[src/rtl/rst_sequencer_if.sv]
`default_nettype none
// ============================================================================
// Module      : rst_sequencer_if
// Description : Control/status bundle of the reset release sequencer.
//               SW_RST       - synchronous active-high software reset request
//               DOMAIN_RST_N - staged active-low domain resets (bit 0 first)
//               RST_DONE     - high once every domain has been released
//               Modport slave is the sequencer side; master is the consumer
//               that issues software resets and watches the domain resets.
// Revision    : 1.0 - initial release
// ============================================================================
interface rst_sequencer_if #(
    parameter int NUM_DOMAINS = 3
);
    logic                   SW_RST;
    logic [NUM_DOMAINS-1:0] DOMAIN_RST_N;
    logic                   RST_DONE;

    modport master (
        output SW_RST,
        input  DOMAIN_RST_N,
        input  RST_DONE
    );

    modport slave (
        input  SW_RST,
        output DOMAIN_RST_N,
        output RST_DONE
    );
endinterface
`default_nettype wire

[src/rtl/rst_sequencer.sv]
`default_nettype none
// ============================================================================
// Module      : rst_sequencer
// Description : Reset release sequencer. After the synchronized reset RST
//               deasserts, all domain resets are held for HOLD_CYCLES edges,
//               then released one by one (lowest index first) every
//               STAGE_GAP edges. A software reset request restarts the whole
//               sequence from the hold phase.
// Ports       : CLK  - system clock, rising edge
//               RST  - asynchronous active-low reset (synchronized upstream)
//               bus  - rst_sequencer_if.slave (SW_RST in; DOMAIN_RST_N and
//                      RST_DONE out, both registered)
// Revision    : 1.0 - initial release
// ============================================================================
module rst_sequencer #(
    parameter int NUM_DOMAINS = 3,
    parameter int HOLD_CYCLES = 16,
    parameter int STAGE_GAP   = 4
) (
    input  wire logic        CLK,
    input  wire logic        RST,
    rst_sequencer_if.slave   bus
);

    localparam int CNT_MAX_VAL = (HOLD_CYCLES > STAGE_GAP) ? HOLD_CYCLES : STAGE_GAP;
    localparam int CNT_W       = $clog2(CNT_MAX_VAL + 1);
    localparam int IDX_W       = $clog2(NUM_DOMAINS + 1);

    // The counter is compared against target-1 so that the release happens
    // on the same edge at which the count would reach its target.
    localparam logic [CNT_W-1:0]       c_hold_last = CNT_W'(HOLD_CYCLES - 1);
    localparam logic [CNT_W-1:0]       c_gap_last  = CNT_W'(STAGE_GAP - 1);
    localparam logic [CNT_W-1:0]       c_cnt_max   = '1;
    localparam logic [IDX_W-1:0]       c_last_idx  = IDX_W'(NUM_DOMAINS - 1);
    localparam logic [NUM_DOMAINS-1:0] c_one       = NUM_DOMAINS'(1);

    typedef enum logic [1:0] {
        ST_ASSERT  = 2'd0,
        ST_RELEASE = 2'd1,
        ST_RUN     = 2'd2
    } state_t;

    state_t                 r_state;
    logic [CNT_W-1:0]       r_cnt;
    logic [IDX_W-1:0]       r_idx;
    logic [NUM_DOMAINS-1:0] r_dom_rst_n;
    logic                   r_done;
    logic [CNT_W-1:0]       w_cnt_inc;

    // Saturating increment: the counter never wraps even if a target were
    // somehow missed.
    assign w_cnt_inc = (r_cnt == c_cnt_max) ? r_cnt : r_cnt + CNT_W'(1);

    always_ff @(posedge CLK or negedge RST) begin
        if (!RST) begin
            r_state     <= ST_ASSERT;
            r_cnt       <= '0;
            r_idx       <= '0;
            r_dom_rst_n <= '0;
            r_done      <= 1'b0;
        end else if (bus.SW_RST) begin
            // Software reset wins over any release due on this edge.
            r_state     <= ST_ASSERT;
            r_cnt       <= '0;
            r_idx       <= '0;
            r_dom_rst_n <= '0;
            r_done      <= 1'b0;
        end else begin
            case (r_state)
                ST_ASSERT: begin
                    if (r_cnt == c_hold_last) begin
                        r_dom_rst_n <= c_one;
                        r_cnt       <= '0;
                        if (NUM_DOMAINS == 1) begin
                            r_state <= ST_RUN;
                            r_done  <= 1'b1;
                        end else begin
                            r_state <= ST_RELEASE;
                            r_idx   <= IDX_W'(1);
                        end
                    end else begin
                        r_cnt <= w_cnt_inc;
                    end
                end
                ST_RELEASE: begin
                    if (r_cnt == c_gap_last) begin
                        // Shifting a one in from the bottom keeps the release
                        // monotonic: a bit can only rise after all lower bits.
                        r_dom_rst_n <= (r_dom_rst_n << 1) | c_one;
                        r_cnt       <= '0;
                        if (r_idx == c_last_idx) begin
                            r_state <= ST_RUN;
                            r_done  <= 1'b1;
                        end else begin
                            r_idx <= r_idx + IDX_W'(1);
                        end
                    end else begin
                        r_cnt <= w_cnt_inc;
                    end
                end
                ST_RUN: begin
                    // Hold outputs until SW_RST or RST.
                end
                default: begin
                    r_state     <= ST_ASSERT;
                    r_cnt       <= '0;
                    r_idx       <= '0;
                    r_dom_rst_n <= '0;
                    r_done      <= 1'b0;
                end
            endcase
        end
    end

    assign bus.DOMAIN_RST_N = r_dom_rst_n;
    assign bus.RST_DONE     = r_done;

endmodule
`default_nettype wire
[src/flat_wrapper.sv]
// flat-port wrapper written by rule: the top's interface ports become plain ports
module rst_sequencer_flat 
#(
    parameter int NUM_DOMAINS = 3,
    parameter int HOLD_CYCLES = 16,
    parameter int STAGE_GAP   = 4
)
  (CLK, RST, bus_SW_RST, bus_DOMAIN_RST_N, bus_RST_DONE);
  rst_sequencer_if #(.NUM_DOMAINS(NUM_DOMAINS)) bus_i ();
  input  wire logic CLK;
  input  wire logic RST;
  input wire logic [$bits(bus_i.SW_RST)-1:0] bus_SW_RST;
  output wire logic [$bits(bus_i.DOMAIN_RST_N)-1:0] bus_DOMAIN_RST_N;
  output wire logic [$bits(bus_i.RST_DONE)-1:0] bus_RST_DONE;
  assign bus_i.SW_RST = bus_SW_RST;
  assign bus_DOMAIN_RST_N = bus_i.DOMAIN_RST_N;
  assign bus_RST_DONE = bus_i.RST_DONE;
  rst_sequencer #(.NUM_DOMAINS(NUM_DOMAINS), .HOLD_CYCLES(HOLD_CYCLES), .STAGE_GAP(STAGE_GAP)) u_core (.CLK(CLK), .RST(RST), .bus(bus_i));
endmodule
[config.mk]
export PLATFORM = sky130hd
export DESIGN_NAME = rst_sequencer_flat
export DESIGN_NICKNAME = d
export VERILOG_FILES = /design/src/rtl/rst_sequencer_if.sv /design/src/rtl/rst_sequencer.sv /design/src/flat_wrapper.sv
export SDC_FILE = /design/constraint.sdc
export NUM_CORES = 1
export LEC_CHECK = 0
export CORE_MARGIN = 1
export CORE_UTILIZATION = 50
export CTS_CLUSTER_SIZE = 16
export DETAILED_ROUTE_END_ITERATION = 10
export GPL_TIMING_DRIVEN = 0
export PLACE_DENSITY = 0.71
export SLEW_MARGIN = 20
export SYNTH_ARGS = -nofsm -noshare
export SYNTH_HDL_FRONTEND = slang
export SYNTH_SLANG_ARGS = --single-unit
[constraint.sdc]
create_clock -name CLK -period 1.8 [get_ports CLK]
set_input_delay 0.36 -clock CLK [delete_from_list [all_inputs] [get_ports CLK]]
set_output_delay 0.36 -clock CLK [all_outputs]
set_load 0.01 [all_outputs]
Word level (Yosys, flattened, before mapping)
Cells that the tools add are included.
- reduce and logical (&&, ||, !) cells: 6
- multiplexer cells: 22
- equality and inequality tests: 12
- add/subtract/negate cells: 2
- operators by type and width (cell ; number):
    2-to-1 mux 5 bit ; 4
    case mux 5 bit (3 select lines) ; 1
    2-to-1 mux 2 bit ; 7
    case mux 2 bit (3 select lines) ; 2
    2-to-1 mux 3 bit ; 3
    != test 3 x 2 -> 1 bit, second input constant ; 3
    case mux 3 bit (3 select lines) ; 1
    AND reduction 4 bit ; 2
    AND reduction 3 bit ; 2
    adder 5 x 1 -> 5 bit, second input constant ; 1
    == test 5 x 2 -> 1 bit, second input constant ; 1
    == test 5 x 4 -> 1 bit, second input constant ; 1
    == test 5 bit, second input constant ; 1
    == test 2 bit, second input constant ; 2
    2-to-1 mux 1 bit ; 3
    != test 3 bit, second input constant ; 1
    adder 2 x 1 -> 2 bit, second input constant ; 1
    == test 2 x 1 -> 1 bit, second input constant ; 1
    logical NOT 2 bit ; 1
    != test 2 x 1 -> 1 bit, second input constant ; 1
    != test 2 bit, second input constant ; 1
    case mux 1 bit (2 select lines) ; 1
    OR reduction 2 bit ; 1
- word-level logic and storage cells: 47
- flip-flop bits (word level): 13
- input port bits: 3
- output and inout bits: 4

Logic depth before layout (Yosys ltp)
Gate-level depths: netlist of run 1.
- word-level depth: 5
- mapped depth: 6
- mapped depth without buffers: 6

Worst setup path before layout of run 1
No wires, ideal clock.
- path type: flip-flop to flip-flop
- start: register u_core.r_cnt[0]
- end: register u_core.r_idx[1]
- cell stages (with the launch flop): 6
- buffers on the path: 0
- arrival time: 1.486 ns
- required time: 1.679 ns
- setup time: 0.121 ns
- path slack: 0.193 ns
- period minus slack after synthesis: 1.607 ns
- cells stage by stage: dfrtp_1 > ha_1 > or3b_4 > nor2b_4 > nor3_2 > a22o_1
- word-level cells in the longest chain between the ends: 3
- elaborated cells on any way between the ends: 5
- classes of those cells: 4 x eq/ne; 1 x reduce/logical
- ends and longest elaborated chain (what ; line ; text):
    from (decl) ; rst_sequencer.sv:44 ; logic [CNT_W-1:0] r_cnt;
    from (signal assigned) ; rst_sequencer.sv:82 ; r_cnt <= w_cnt_inc;
    from (signal assigned) ; rst_sequencer.sv:98 ; r_cnt <= w_cnt_inc;
    == test 5 x 2 -> 1 bit / == test 5 x 4 -> 1 bit (equally long branches) ; rst_sequencer.sv:86, rst_sequencer.sv:71 ;
    != test 3 x 2 -> 1 bit (no line) ; -- ;
    AND reduction 4 bit (no line) (*) ; -- ;
    to (signal assigned) ; rst_sequencer.sv:95 ; r_idx <= r_idx + IDX_W'(1);
    to (decl) ; rst_sequencer.sv:45 ; logic [IDX_W-1:0] r_idx;
Mark *: on every way between the ends. The rest lies on a longest branch, timed or not.
A chain may end at the register's enable or synchronous reset.

Worst setup path after layout of run 1
Ends and elaborated chain as after synthesis.

==> results.json, run 1 <==
{
  "wl_per_cell_um": 15.3,
  "grt_usage": 0.226,
  "power_density_nw_per_um2": 791,
  "yosys_warnings": 0,
  "hold_class": "input port to asynchronous set/reset pin",
  "antenna_cells": 0,
  "nNetsFinal": 89,
  "pre_cts_ws_ps": -296,
  "crit_slowest_cell": "or3b_4",
  "ys_ff_latch": 13,
  "ys_types": 34,
  "multi_input_area_um2": 380,
  "crit_path_start_kind": "register",
  "ios": 7,
  "fp.dieW_um": 39.9,
  "crit_path_max_fanout": 7,
  "dpl_cell_area_um2": 797,
  "peakVddDrop_uv": 546,
  "max_freq_ghz": 0.577,
  "crit_family": "simple AND/OR/NAND/NOR gates",
  "synthFlopType": "dfrtp_1",
  "route.detailed.drc": 0,
  "grt_max_degree": 14,
  "antenna_found_initial": 0,
  "path_class": "register to register",
  "viasPerCell": 6.21,
  "cts_root_buf": "clkbuf_4",
  "worst_pin_slew_ps": 614,
  "status": "finished, final reports clean",
  "period_share": 0.963,
  "core_um2": 1320,
  "swShare": 0.297,
  "hpwl_um": 1010,
  "synth_area_um2": 718,
  "drive_gt1_frac": 0.157,
  "grt_pass1_wl_um": 2260,
  "dr.pass1.iters": 4,
  "cts.sinks": 13,
  "cap_viol_max_count": 0,
  "p_int_uw": 465,
  "p_total_uw": 661,
  "rsz0062_at_grt": "no",
  "fillCellCount": 111,
  "synth_edf_count": 0,
  "fp.dieH_um": 39.9,
  "cts_tree": "yes",
  "finalSetupViolCount": 0,
  "worstSetupEndpointType": "register",
  "leakage_nw": 0.338,
  "synth_async_sr_flop_share": 1.00,
  "pwr-share-clk": 0.288,
  "insertion_delay_ps": 280,
  "power_frac_seq": 0.502,
  "vias": 609,
  "die_area_um2": 1590,
  "initial_utilization": 0.545,
  "grt_pass1_vias": 524,
  "clk_path_buf_depth": 2,
  "layout_common_cells": "dfrtp_1 (13), nand2_1 (7), nor2_1 (6), clkdlybuf4s50_1 (6)",
  "postLayoutCellArea_um2": 836,
  "placementRows": 13,
  "max_stage_delay_ps": 430,
  "cts_max_level": 1,
  "synth_fp_nets": 77,
  "setup_tns_ps": 0,
  "critical_path_buf_inv_count": 0,
  "clk_pin_slew_ps": 90,
  "place_congestion": 0.780,
  "crit_arrival_ps": 1920,
  "finalMaxSlewViolations": 0,
  "cp_data_required_time_ps": 1980,
  "area_growth_syn_to_layout_pct": 16.4,
  "hold_ws_ps": 452,
  "netlist_instances": 72,
  "clock_skew_ps": 4.95,
  "final_antenna_net_count": 0,
  "pwr-share-comb": 0.209,
  "port_buffers": 6,
  "finalHoldViolCount": 0,
  "wirelength_um": 1500,
  "max_slew_margin": 0.589,
  "period_needed_ps": 1730,
  "layout_commonest_cell": "dfrtp_1",
  "numCtsBuffers": 3,
  "power_switching_uw": 197,
  "drt_iter0_drc": 22,
  "crit_chain": "ha_2 -> or3b_4 -> nor2b_4 -> nor3_2 -> a22o_1",
  "syn_area_per_cell_um2": 9.97,
  "grt-ovfl-total": 0,
  "seq_area_frac_synth": 0.453,
  "seqCellArea_um2": 325,
  "fin_ws_ps": 66.1
}
==> path summary, 6_finish.rpt <==
kind / from / end / slack [ps] / depth (start not counted)
worst min register to register: u_core.bus.RST_DONE$_DFFE_PN0P_ / u_core.bus.RST_DONE$_DFFE_PN0P_ / 510 / 1
worst min-delay path: RST / u_core.r_cnt[3]$_DFFE_PN0N_ / 450 / 1
worst max-delay path: u_core.r_cnt[0]$_DFFE_PN0N_ / u_core.r_idx[1]$_DFFE_PN0P_ / 70 / 5
max in group asynchronous: RST / u_core.r_idx[0]$_DFFE_PN0P_ / 950 / 1
min in group CLK: u_core.bus.RST_DONE$_DFFE_PN0P_ / u_core.bus.RST_DONE$_DFFE_PN0P_ / 510 / 1
worst max register to register: u_core.r_cnt[0]$_DFFE_PN0N_ / u_core.r_idx[1]$_DFFE_PN0P_ / 70 / 5
==> cells by family (layout without fill, tap and decap cells) <==
group                    after synthesis  after routing  share of synthesized area
AND/OR/NAND/NOR                       33             33                      0.279
XOR/XNOR                               1              1                     0.0122
AO/OA/AOI/OAI                         18             18                      0.183
adder cells (fa/ha/maj)                2              2                     0.0348
buffers and inverters                  4             15                     0.0244
flip-flops                            13             13                      0.453
multiplexers                           1              1                     0.0139
==> cells in the mapped netlist, drive strengths merged, types with 3 or more instances <==
cell type  number  area [µm²]
nand2           7        26.3
a21oi           3        15.0
nor2            7        26.3
nor2b           3        26.3
nand3           3        15.0
dfrtp          13         325
o21ai           4        23.8
==> timing repair <==
action	4_1_cts	5_1_grt
gates cloned	0	0
buffers inserted	0	1
hold buffers	0	0
gates resized for setup	1	1
endpoints found under the setup margin	1	4
==> power groups by stage <==
stage | logic (mW) | clock network, mW | registers, mW
2_1_floorplan | 0.102 | 0 | 0.333
3_3_place_gp | 0.129 | 0 | 0.337
3_5_place_dp | 0.132 | 0 | 0.338
4_1_cts | 0.133 | 0.195 | 0.332
5_1_grt | 0.152 | 0.206 | 0.335
6_report | 0.139 | 0.191 | 0.332
==> flip-flops by register name, indices dropped and copies added, names as in the netlist <==
signal,flops
u_core.r_cnt,5
u_core.bus.DOMAIN_RST_N,3
u_core.r_idx,2
u_core.r_state,2
u_core.bus.RST_DONE,1
==> routing by layer <==
metal	vias up	global-route usage	wire length (µm)
met2	16	0.331	665
met5	-	0	0
met3	5	0.0511	55
li1	291	-	-
met1	297	0.289	743
met4	0	0.164	34
==> metrics by stage <==
stage / std cells / utilization
2_1_floorplan: 72 / -
3_3_place_gp: 93 / 0.605
3_5_place_dp: 93 / 0.605
4_1_cts: 97 / 0.627
5_1_grt: 98 / 0.634
6_report: 98 / 0.634
==> area by class of cell <==
| type | count | share of cell area |
|---|---|---|
| multi-input combinational | 55 | 0.455 |
| sequential | 13 | 0.389 |
| timing repair buffer | 7 | 0.0808 |
| clock buffer | 4 | 0.0314 |
| tap | 15 | 0.0225 |
| buffer | 2 | 0.0120 |
| inverter | 2 | 0.00898 |
(Power assumes the default switching activity.)
==> run 2, diff against run 1 <==
--- a/config.mk
+++ b/config.mk
@@ -5,12 +5,13 @@
 export SDC_FILE = /design/constraint.sdc
 export NUM_CORES = 1
 export LEC_CHECK = 0
-export CORE_MARGIN = 1
-export CORE_UTILIZATION = 50
+export CORE_AREA = 2 2 39 41
 export CTS_CLUSTER_SIZE = 16
 export DETAILED_ROUTE_END_ITERATION = 10
+export DIE_AREA = 0 0 41 43
 export GPL_TIMING_DRIVEN = 0
-export PLACE_DENSITY = 0.71
+export MAX_ROUTING_LAYER = met4
+export PLACE_DENSITY = 0.76
 export SLEW_MARGIN = 20
 export SYNTH_ARGS = -nofsm -noshare
 export SYNTH_HDL_FRONTEND = slang
==> constraint.sdc (replaced) <==
create_clock -name CLK -period 2.12 [get_ports CLK]
set_input_delay 0.424 -clock CLK [delete_from_list [all_inputs] [get_ports CLK]]
set_output_delay 0.424 -clock CLK [all_outputs]
set_load 0.01 [all_outputs]
==> run 2 against run 1 <==
  * Sequential cell count did not move
  * First-iteration DRC count rose by 4.5%
  * Power decreased by 18%
  * Clock skew grew 2.1 ps
  * Setup slack better by 210 ps
  * Critical path type is now input port to register
==> results.json, run 2 (synthesis gave the netlist of run 1 again) <==
{
  "status": "finished, final reports clean",
  "period_share": 0.870,
  "max_slew_margin": 0.613,
  "clock_skew_ps": 7.05,
  "placementRows": 14,
  "worst_pin_slew_ps": 579,
  "path_class": "input port to register",
  "numCtsBuffers": 3,
  "antenna_cells": 0,
  "rsz0062_at_grt": "no",
  "vias": 580,
  "hold_class": "register to register",
  "peakVddDrop_uv": 332,
  "fp.dieH_um": 43,
  "grt_max_degree": 14,
  "cts_hold_buf": 0,
  "reg2reg_depth": 5,
  "hold_ws_ps": 502,
  "power_density_nw_per_um2": 658,
  "drt_iter0_drc": 23,
  "layout_common_cells": "dfrtp_1 (13), nor2_1 (7), nand2_1 (7)",
  "dp_cells": 94,
  "initial_utilization": 0.519,
  "grt_usage": 0.204,
  "final_antenna_net_count": 0,
  "crit_path_start_kind": "input port",
  "cts_tree": "yes",
  "final_cells": 98,
  "clk_pin_slew_ps": 80,
  "dpl_cell_area_um2": 798,
  "finalMaxSlewViolations": 0,
  "route.detailed.drc": 0,
  "grt_pass1_wl_um": 2350,
  "cap_viol_max_count": 0,
  "grt-ovfl-total": 0,
  "nNetsFinal": 88,
  "wl_per_cell_um": 14.1,
  "core_um2": 1380,
  "hpwl_um": 993,
  "setup_tns_ps": 0,
  "ios": 7,
  "area_growth_syn_to_layout_pct": 14.8,
  "leakage_nw": 0.334,
  "place_congestion": 0.781,
  "ctsResizeCount": 0,
  "cts.sinks": 13,
  "cts_root_buf": "clkbuf_4",
  "drive_gt1_frac": 0.122,
  "worstHoldPathCells": 1,
  "postLayoutCellArea_um2": 825,
  "clk_path_buf_depth": 2,
  "largest_register": "u_core.r_cnt",
  "utilization": 0.596,
  "cts_max_level": 1,
  "crit_arrival_ps": 2050,
  "crit_path_max_fanout": 8,
  "seqCellArea_um2": 325,
  "grt_pass1_vias": 553,
  "period_needed_ps": 1850,
  "viasPerCell": 5.92,
  "wirelength_um": 1380,
  "finalHoldViolCount": 0,
  "dr.pass1.iters": 4,
  "die_area_um2": 1760,
  "worstSetupEndpointType": "register",
  "layout_commonest_cell": "dfrtp_1",
  "fp.dieW_um": 41,
  "fillCellCount": 122,
  "antenna_found_initial": 0,
  "cp_data_required_time_ps": 2330,
  "multi_input_area_um2": 375,
  "largest_reg_flops": 5,
  "finalSetupViolCount": 0,
  "port_buffers": 6,
  "max_freq_ghz": 0.542,
  "cts_setup_buffers": 0,
  "insertion_delay_ps": 270
}
-- run 2: cell count changes in the layout (fill, tap and decap cells not counted) --
cell | before | now
ha_1 | 1 | 2
nor2_2 | 1 | 0
ha_2 | 1 | 0
buf_4 | 1 | 0
nor2_1 | 6 | 7
-- run 2: worst paths after layout --
kind / end / slack (ps) / from
max in group asynchronous: u_core.r_idx[1]$_DFFE_PN0P_ / 1220 / RST
max: u_core.r_idx[1]$_DFFE_PN0P_ / 270 / bus_SW_RST
min reg2reg: u_core.bus.RST_DONE$_DFFE_PN0P_ / 500 / u_core.bus.RST_DONE$_DFFE_PN0P_
min in group asynchronous: u_core.r_state[1]$_DFFE_PN0P_ / 510 / RST
min: u_core.bus.RST_DONE$_DFFE_PN0P_ / 500 / u_core.bus.RST_DONE$_DFFE_PN0P_
max reg2reg: u_core.r_idx[1]$_DFFE_PN0P_ / 360 / u_core.r_cnt[0]$_DFFE_PN0N_
-- run 2: per-layer routing --
layer	vias to the layer above	global-route usage	routed length, µm	share of wire
met3	4	0.0314	61	0.044
met1	273	0.276	663	0.48
li1	285	-	-	-
met5	-	-	0	0
met4	0	0.127	18	0.013
met2	18	0.278	635	0.46
-- run 2: stage by stage --
step	power, mW	setup slack (ps)
after global routing	0.576	164
final	0.542	275
after global placement	0.393	17.9
after CTS	0.552	273
after floorplan	0.369	513
after detailed placement	0.397	-14.1
-- run 2: final cells by class --
class / instances / share of cell area
buffer: 2 / 0.0121
clock buffer: 4 / 0.0319
inverter: 2 / 0.00910
multi-input combinational: 55 / 0.455
sequential: 13 / 0.395
tap: 16 / 0.0243
timing repair buffer: 6 / 0.0728
-- run 2: critical path, cell delays in order --
cell,delay (ps)
clkdlybuf4s50_1,470
nor2_1,440
nor2_1,210
nor3_2,320
a22o_1,200
-- run 2: report_power, final --
group	leakage [nW]	switching (mW)	total [mW]	internal [mW]
sequential	0.177	0.0146	0.281	0.266
combinational	0.142	0.0592	0.110	0.0505
clock	0.0150	0.0788	0.152	0.0728
==> run 3, diff against run 2 <==
--- a/config.mk
+++ b/config.mk
@@ -12,6 +12,7 @@
 export GPL_TIMING_DRIVEN = 0
 export MAX_ROUTING_LAYER = met4
 export PLACE_DENSITY = 0.76
+export SKIP_LAST_GASP = 1
 export SLEW_MARGIN = 20
 export SYNTH_ARGS = -nofsm -noshare
 export SYNTH_HDL_FRONTEND = slang
==> results of run 3 <==
Final layout, timing and power as in run 2 (identical DEF).
